File: src/rtl/drum_hit_arbiter.sv
// drum_hit_arbiter
//   Round-robin scheduler that shares one sample player / sprite-animation engine
//   among N_PADS drum pads. Rising edges on the hit lines are queued as pending
//   requests. One pad at a time is granted, and the block then waits for the
//   player's completion strobe, or abandons the grant after TIMEOUT_CYCLES.
//   A GAP_CYCLES dead time follows every grant.
//
// Ports
//   clk          system clock
//   reset        asynchronous active-high reset
//   hit          per-pad hit level; a rising edge is a request
//   enable       1 = new grants allowed (edge capture always runs)
//   play_done    one-cycle completion strobe from the player
//   play_start   one-cycle strobe: the player starts the sample for play_id
//   play_id      granted pad ID (1..N_PADS); 0 when no grant is active
//   pending      queued requests; bit i is pad ID i+1
//   busy         high in any state other than idle
//   timeout_err  one-cycle pulse when a grant is abandoned by timeout

module drum_hit_arbiter #(
    parameter int unsigned N_PADS         = 14,
    parameter int unsigned TIMEOUT_CYCLES = 1048576,
    parameter int unsigned GAP_CYCLES     = 16
) (
    input  logic              clk,
    input  logic              reset,
    input  logic [N_PADS-1:0] hit,
    input  logic              enable,
    input  logic              play_done,
    output logic              play_start,
    output logic [3:0]        play_id,
    output logic [N_PADS-1:0] pending,
    output logic              busy,
    output logic              timeout_err
);

    localparam int unsigned CNT_MAX = (TIMEOUT_CYCLES > GAP_CYCLES + 1) ?
                                      TIMEOUT_CYCLES : GAP_CYCLES + 1;
    localparam int unsigned CW      = (CNT_MAX > 1) ? $clog2(CNT_MAX) : 1;

    localparam logic [CW-1:0] TO_LAST  = CW'(TIMEOUT_CYCLES - 1);
    // A zero-length gap still spends one cycle in StGap.
    localparam logic [CW-1:0] GAP_LAST = CW'((GAP_CYCLES == 0) ? 0 : GAP_CYCLES - 1);

    typedef enum logic [1:0] {StIdle, StStart, StWait, StGap} state_t;

    state_t            state_q, state_d;
    logic [N_PADS-1:0] hit_q;
    logic [N_PADS-1:0] pending_q, pending_d;
    logic [N_PADS-1:0] rise, clr;
    logic [3:0]        rr_ptr_q, rr_ptr_d;
    logic [3:0]        id_q, id_d;
    logic [CW-1:0]     cnt_q, cnt_d;
    logic              win_found;
    logic [3:0]        win_idx;

    assign rise = hit & ~hit_q;

    // Only the START cycle clears the granted bit; a coincident rise re-queues it.
    always_comb begin
        clr = '0;
        if (state_q == StStart && id_q != 4'd0) begin
            clr[id_q - 4'd1] = 1'b1;
        end
        pending_d = (pending_q & ~clr) | rise;
    end

    // Search starts just after the last granted pad and wraps around.
    always_comb begin
        int unsigned idx;
        win_found = 1'b0;
        win_idx   = '0;
        idx       = 0;
        for (int unsigned i = 0; i < N_PADS; i++) begin
            idx = 32'(rr_ptr_q) + 1 + i;
            if (idx >= N_PADS) begin
                idx = idx - N_PADS;
            end
            if (!win_found && pending_q[idx]) begin
                win_found = 1'b1;
                win_idx   = 4'(idx);
            end
        end
    end

    always_comb begin
        state_d     = state_q;
        rr_ptr_d    = rr_ptr_q;
        id_d        = id_q;
        cnt_d       = cnt_q;
        timeout_err = 1'b0;
        unique case (state_q)
            StIdle: begin
                if (enable && win_found) begin
                    state_d  = StStart;
                    rr_ptr_d = win_idx;
                    id_d     = win_idx + 4'd1;
                end
            end
            StStart: begin
                state_d = StWait;
                cnt_d   = '0;
            end
            StWait: begin
                if (play_done) begin
                    state_d = StGap;
                    id_d    = 4'd0;
                    cnt_d   = '0;
                end else if (cnt_q == TO_LAST) begin
                    timeout_err = 1'b1;
                    state_d     = StGap;
                    id_d        = 4'd0;
                    cnt_d       = '0;
                end else begin
                    cnt_d = cnt_q + 1'b1;
                end
            end
            StGap: begin
                if (cnt_q == GAP_LAST) begin
                    state_d = StIdle;
                    cnt_d   = '0;
                end else begin
                    cnt_d = cnt_q + 1'b1;
                end
            end
            default: state_d = StIdle;
        endcase
    end

    always_ff @(posedge clk or posedge reset) begin
        if (reset) begin
            state_q   <= StIdle;
            hit_q     <= '0;
            pending_q <= '0;
            rr_ptr_q  <= 4'(N_PADS - 1);
            id_q      <= 4'd0;
            cnt_q     <= '0;
        end else begin
            state_q   <= state_d;
            hit_q     <= hit;
            pending_q <= pending_d;
            rr_ptr_q  <= rr_ptr_d;
            id_q      <= id_d;
            cnt_q     <= cnt_d;
        end
    end

    assign play_start = (state_q == StStart);
    assign play_id    = id_q;
    assign pending    = pending_q;
    assign busy       = (state_q != StIdle);

endmodule

File: config.mk
export PLATFORM = sky130hd
export DESIGN_NAME = drum_hit_arbiter
export DESIGN_NICKNAME = d
export VERILOG_FILES = /design/src/rtl/drum_hit_arbiter.sv
export SDC_FILE = /design/constraint.sdc
export NUM_CORES = 1
export LEC_CHECK = 0
export ABC_CLOCK_PERIOD_IN_PS = 8600
export BUFFER_PORTS_ARGS = -buffer_cell sky130_fd_sc_hd__buf_2
export CORE_MARGIN = 1
export CORE_UTILIZATION = 56
export CTS_CLUSTER_DIAMETER = 40
export CTS_CLUSTER_SIZE = 30
export DETAILED_ROUTE_END_ITERATION = 10
export PLACE_DENSITY = 0.72
export SLEW_MARGIN = 25
export SYNTH_ARGS = -nofsm -noshare
export SYNTH_HDL_FRONTEND = slang
export SYNTH_SLANG_ARGS = --single-unit
File: constraint.sdc
create_clock -name clk -period 8.6 [get_ports clk]
set_input_delay 1.72 -clock clk [delete_from_list [all_inputs] [get_ports clk]]
set_output_delay 1.72 -clock clk [all_outputs]
set_load 0.02 [all_outputs]
==> flow_summary.ini <==
[outcome]
outcome = finished, final reports clean

[sta]
finalSetupViolCount = 0
fin_crit_ps = 7070
fin_tns_setup_ps = 0
hold_viol = 0
relSlewSlack = 0.307
fin_skew_ps = 6.31
whs_ps = 413
max_freq_mhz = 141
tightestPinTransition_ps = 1010
finalMaxSlewViolations = 0
min_period_over_period = 0.822
rsz0062_at_grt = no

[place]
hpwl_um = 18700
postPlaceCellArea_um2 = 8040
globalplace.congestion = 1.02
portBuffers = 38

[synthesis]
async_reset_ff_frac = 1.00
synth_top_cell_area_share = 0.175
yosysSeqAreaShare = 0.185
synth_edf_count = 0
synth-xor-area-share = 0.0332
synth-compound-area-share = 0.297
syn_inst = 1002
synth_area_um2 = 7880
synth_ff_type = dfrtp_1
synthesis.nets = 1048
synth_top_family_by_area = compound AO/OA/AOI/OAI gates
avgSynthCellArea_um2 = 7.87
synth-simple-area-share = 0.252
synth.top_cells.by_area = dfrtp_1, mux2i_1, o21ai_0
ys_types = 106
synth_top_cell_by_area = dfrtp_1
ys_seq_elements = 58
synth.area.mux_share = 0.124
ys_warn_count = 0
synthAdderAreaFrac = 0.0444

[worst_setup_path]
ff2ff_path_depth = 21
crit_type = reg -> reg
endpoint_kind = register
worstReg2RegStart = rr_ptr_q[1]$_DFFE_PP0P_
worstPathMaxFanout = 27
reg2reg_to = play_id[2]$_DFFE_PP0P_
cp-start-kind = register
r2r_slack_ps = 1530
cp.required_ps = 8810
critPathArrivalTime_ps = 7280

[clock_network]
cts-hold-fix-buffers = 0
cts_resized = 0
numCtsBuffers = 9
tritoncts = built
postCtsSetupRepairBufs = 0
htree_levels = 3
clock_path_buffers = 2
cts.sinks = 58
worstSkewPairLatency_ps = 330
ctsRootBufferMaster = clkbuf_16
clkTransAtPathRegs_ps = 60

[min_path]
min_to = pending[3]$_DFF_PP0_
holdPathStages = 1
hp-start = hit_q[3]$_DFF_PP0_
hold_path.class = reg -> reg

[final_layout]
postLayoutCellArea_um2 = 8330
fin_nets = 1050
antennaDiodeCount = 0
drive_gt1_frac = 0.145
n_fill_cell = 1251
area_delta_synth_final_pct = 5.62

[global_route]
grt_pass1_wl_um = 40000
grt_use_total = 0.352
grt_max_degree = 59
overflow = 0
antenna_found_initial = 0
grt_pass1_vias = 7345

[run]
cap_viol_max_count = 0

[route]
ant_nets = 0
post_drt_wl_per_cell_um = 21.4
first_iter_violations = 1005
drc_errors = 0
vias_per_cell = 6.80
drt_first_pass_iters = 6
num_vias = 8059
routed_wl_um = 25300

[floorplanning]
dieHeight_um = 121
row_count = 42
die_w_um = 121
ios = 39
start_util = 0.584
coreArea_um2 = 13500
die-area_um2 = 14600
-- critical path: stages, from the launching register on --
cell,delay [ps]
dfrtp_1,820
ha_1,270
buf_4,290
xor2_2,650
inv_2,300
ha_1,510
xnor2_1,360
mux2i_1,370
nor3_1,110
o31ai_1,750
a221oi_1,110
a32o_1,250
a21o_1,220
or2_1,310
or4_4,570
and4b_4,220
and2_1,130
o22a_1,220
inv_1,100
ha_1,170
xor2_1,130
o21ai_0,80
-- logic make-up after synthesis --
family / count (synthesis)
muxes: 84
AOI/OAI and AO/OA: 334
buffers and inverters: 104
xor gates and xnor gates: 22
adders and majority gates: 28
and+or+nand+nor: 372
DFF: 58
-- cells in the mapped netlist (5+ instances only) --
| library cell | number |
|---|---|
| nand2_1 | 98 |
| o21ai_0 | 97 |
| nor2_1 | 70 |
| dfrtp_1 | 55 |
| mux2i_1 | 50 |
| a21oi_1 | 45 |
| nand3_1 | 40 |
| inv_1 | 39 |
| nor3_1 | 30 |
| ha_1 | 28 |
| o211ai_1 | 25 |
| clkbuf_1 | 24 |
| mux2_2 | 23 |
| and3_1 | 19 |
| nand2b_1 | 18 |
| buf_2 | 16 |
| o21a_1 | 16 |
| xnor2_1 | 14 |
| nor2b_1 | 13 |
| a31oi_1 | 12 |
| nor4_1 | 12 |
| a211oi_1 | 11 |
| buf_6 | 10 |
| o22ai_1 | 10 |
| a211o_1 | 9 |
| a21o_1 | 9 |
| and2_1 | 9 |
| a21boi_0 | 8 |
| o211a_1 | 8 |
| o31ai_1 | 8 |
| a311oi_1 | 7 |
| buf_4 | 7 |
| mux4_2 | 7 |
| nor3b_1 | 7 |
| a221oi_1 | 6 |
| nand4b_1 | 6 |
| o21ai_1 | 6 |
| a32oi_1 | 5 |
| nand3b_1 | 5 |
| nand4_1 | 5 |
-- placed cells by master (no fill, tap or decap), types with 12 or more instances in the layout --
cell and count:
a21oi_1 45, a31oi_1 12, and3_1 19, buf_2 38
dfrtp_1 55, ha_1 28, inv_1 38, mux2_2 23
mux2i_1 50, nand2_1 98, nand2b_1 18, nand3_1 40
nor2_1 70, nor2b_1 13, nor3_1 30, nor4_1 12
o211ai_1 25, o21a_1 16, o21ai_0 97, xnor2_1 13
-- sequential cells by signal, indices dropped and copies added (netlist names) --
| signal | count |
|---|---|
| cnt_q | 20 |
| hit_q | 14 |
| pending | 14 |
| play_id | 4 |
| rr_ptr_q | 4 |
| state_q | 2 |
-- per-layer routing --
metal	global-route usage	vias to the layer above	wire length [µm]
met5	0	-	0
met3	0.0528	75	2160
met4	0.194	0	1280
li1	-	3784	-
met1	0.478	3801	10900
met2	0.535	399	11000
-- metrics by stage --
stage	instances	utilization	setup WS, ps
6_report	1185	0.617	1530
5_1_grt	1185	0.617	1170
4_1_cts	1185	0.616	1310
3_5_place_dp	1169	0.595	1340
3_3_place_gp	1169	0.595	1270
2_1_floorplan	1002	-	2920
-- area by class of cell --
type	instances	area [µm²]	area share
Clock buffer	10	239	0.0287
Timing Repair Buffer	49	273	0.0328
Inverter	46	175	0.0210
Multi-Input combinational cell	840	5920	0.711
Tap cell	176	220	0.0264
Clock inverter	6	42.5	0.00511
Sequential cell	58	1460	0.175
-- worst max path at each step --
| stage | start | slack (ps) | depth (start not counted) | end |
|---|---|---|---|---|
| floorplan | rr_ptr_q[1]$_DFFE_PP0P_ | 2920 | 26 | play_id[2]$_DFFE_PP0P_ |
| global placement | rr_ptr_q[3]$_DFFE_PP1P_ | 1270 | 19 | play_id[2]$_DFFE_PP0P_ |
| detailed placement | rr_ptr_q[3]$_DFFE_PP1P_ | 1340 | 19 | play_id[2]$_DFFE_PP0P_ |
| CTS | rr_ptr_q[3]$_DFFE_PP1P_ | 1310 | 19 | play_id[2]$_DFFE_PP0P_ |
| global route | rr_ptr_q[0]$_DFFE_PP1P_ | 1170 | 22 | play_id[2]$_DFFE_PP0P_ |
| finish | rr_ptr_q[1]$_DFFE_PP0P_ | 1530 | 21 | play_id[2]$_DFFE_PP0P_ |
Power is left out: the tool's default activity adds up to more than one toggle a clock period on the data nets, which glitch-free logic cannot reach.
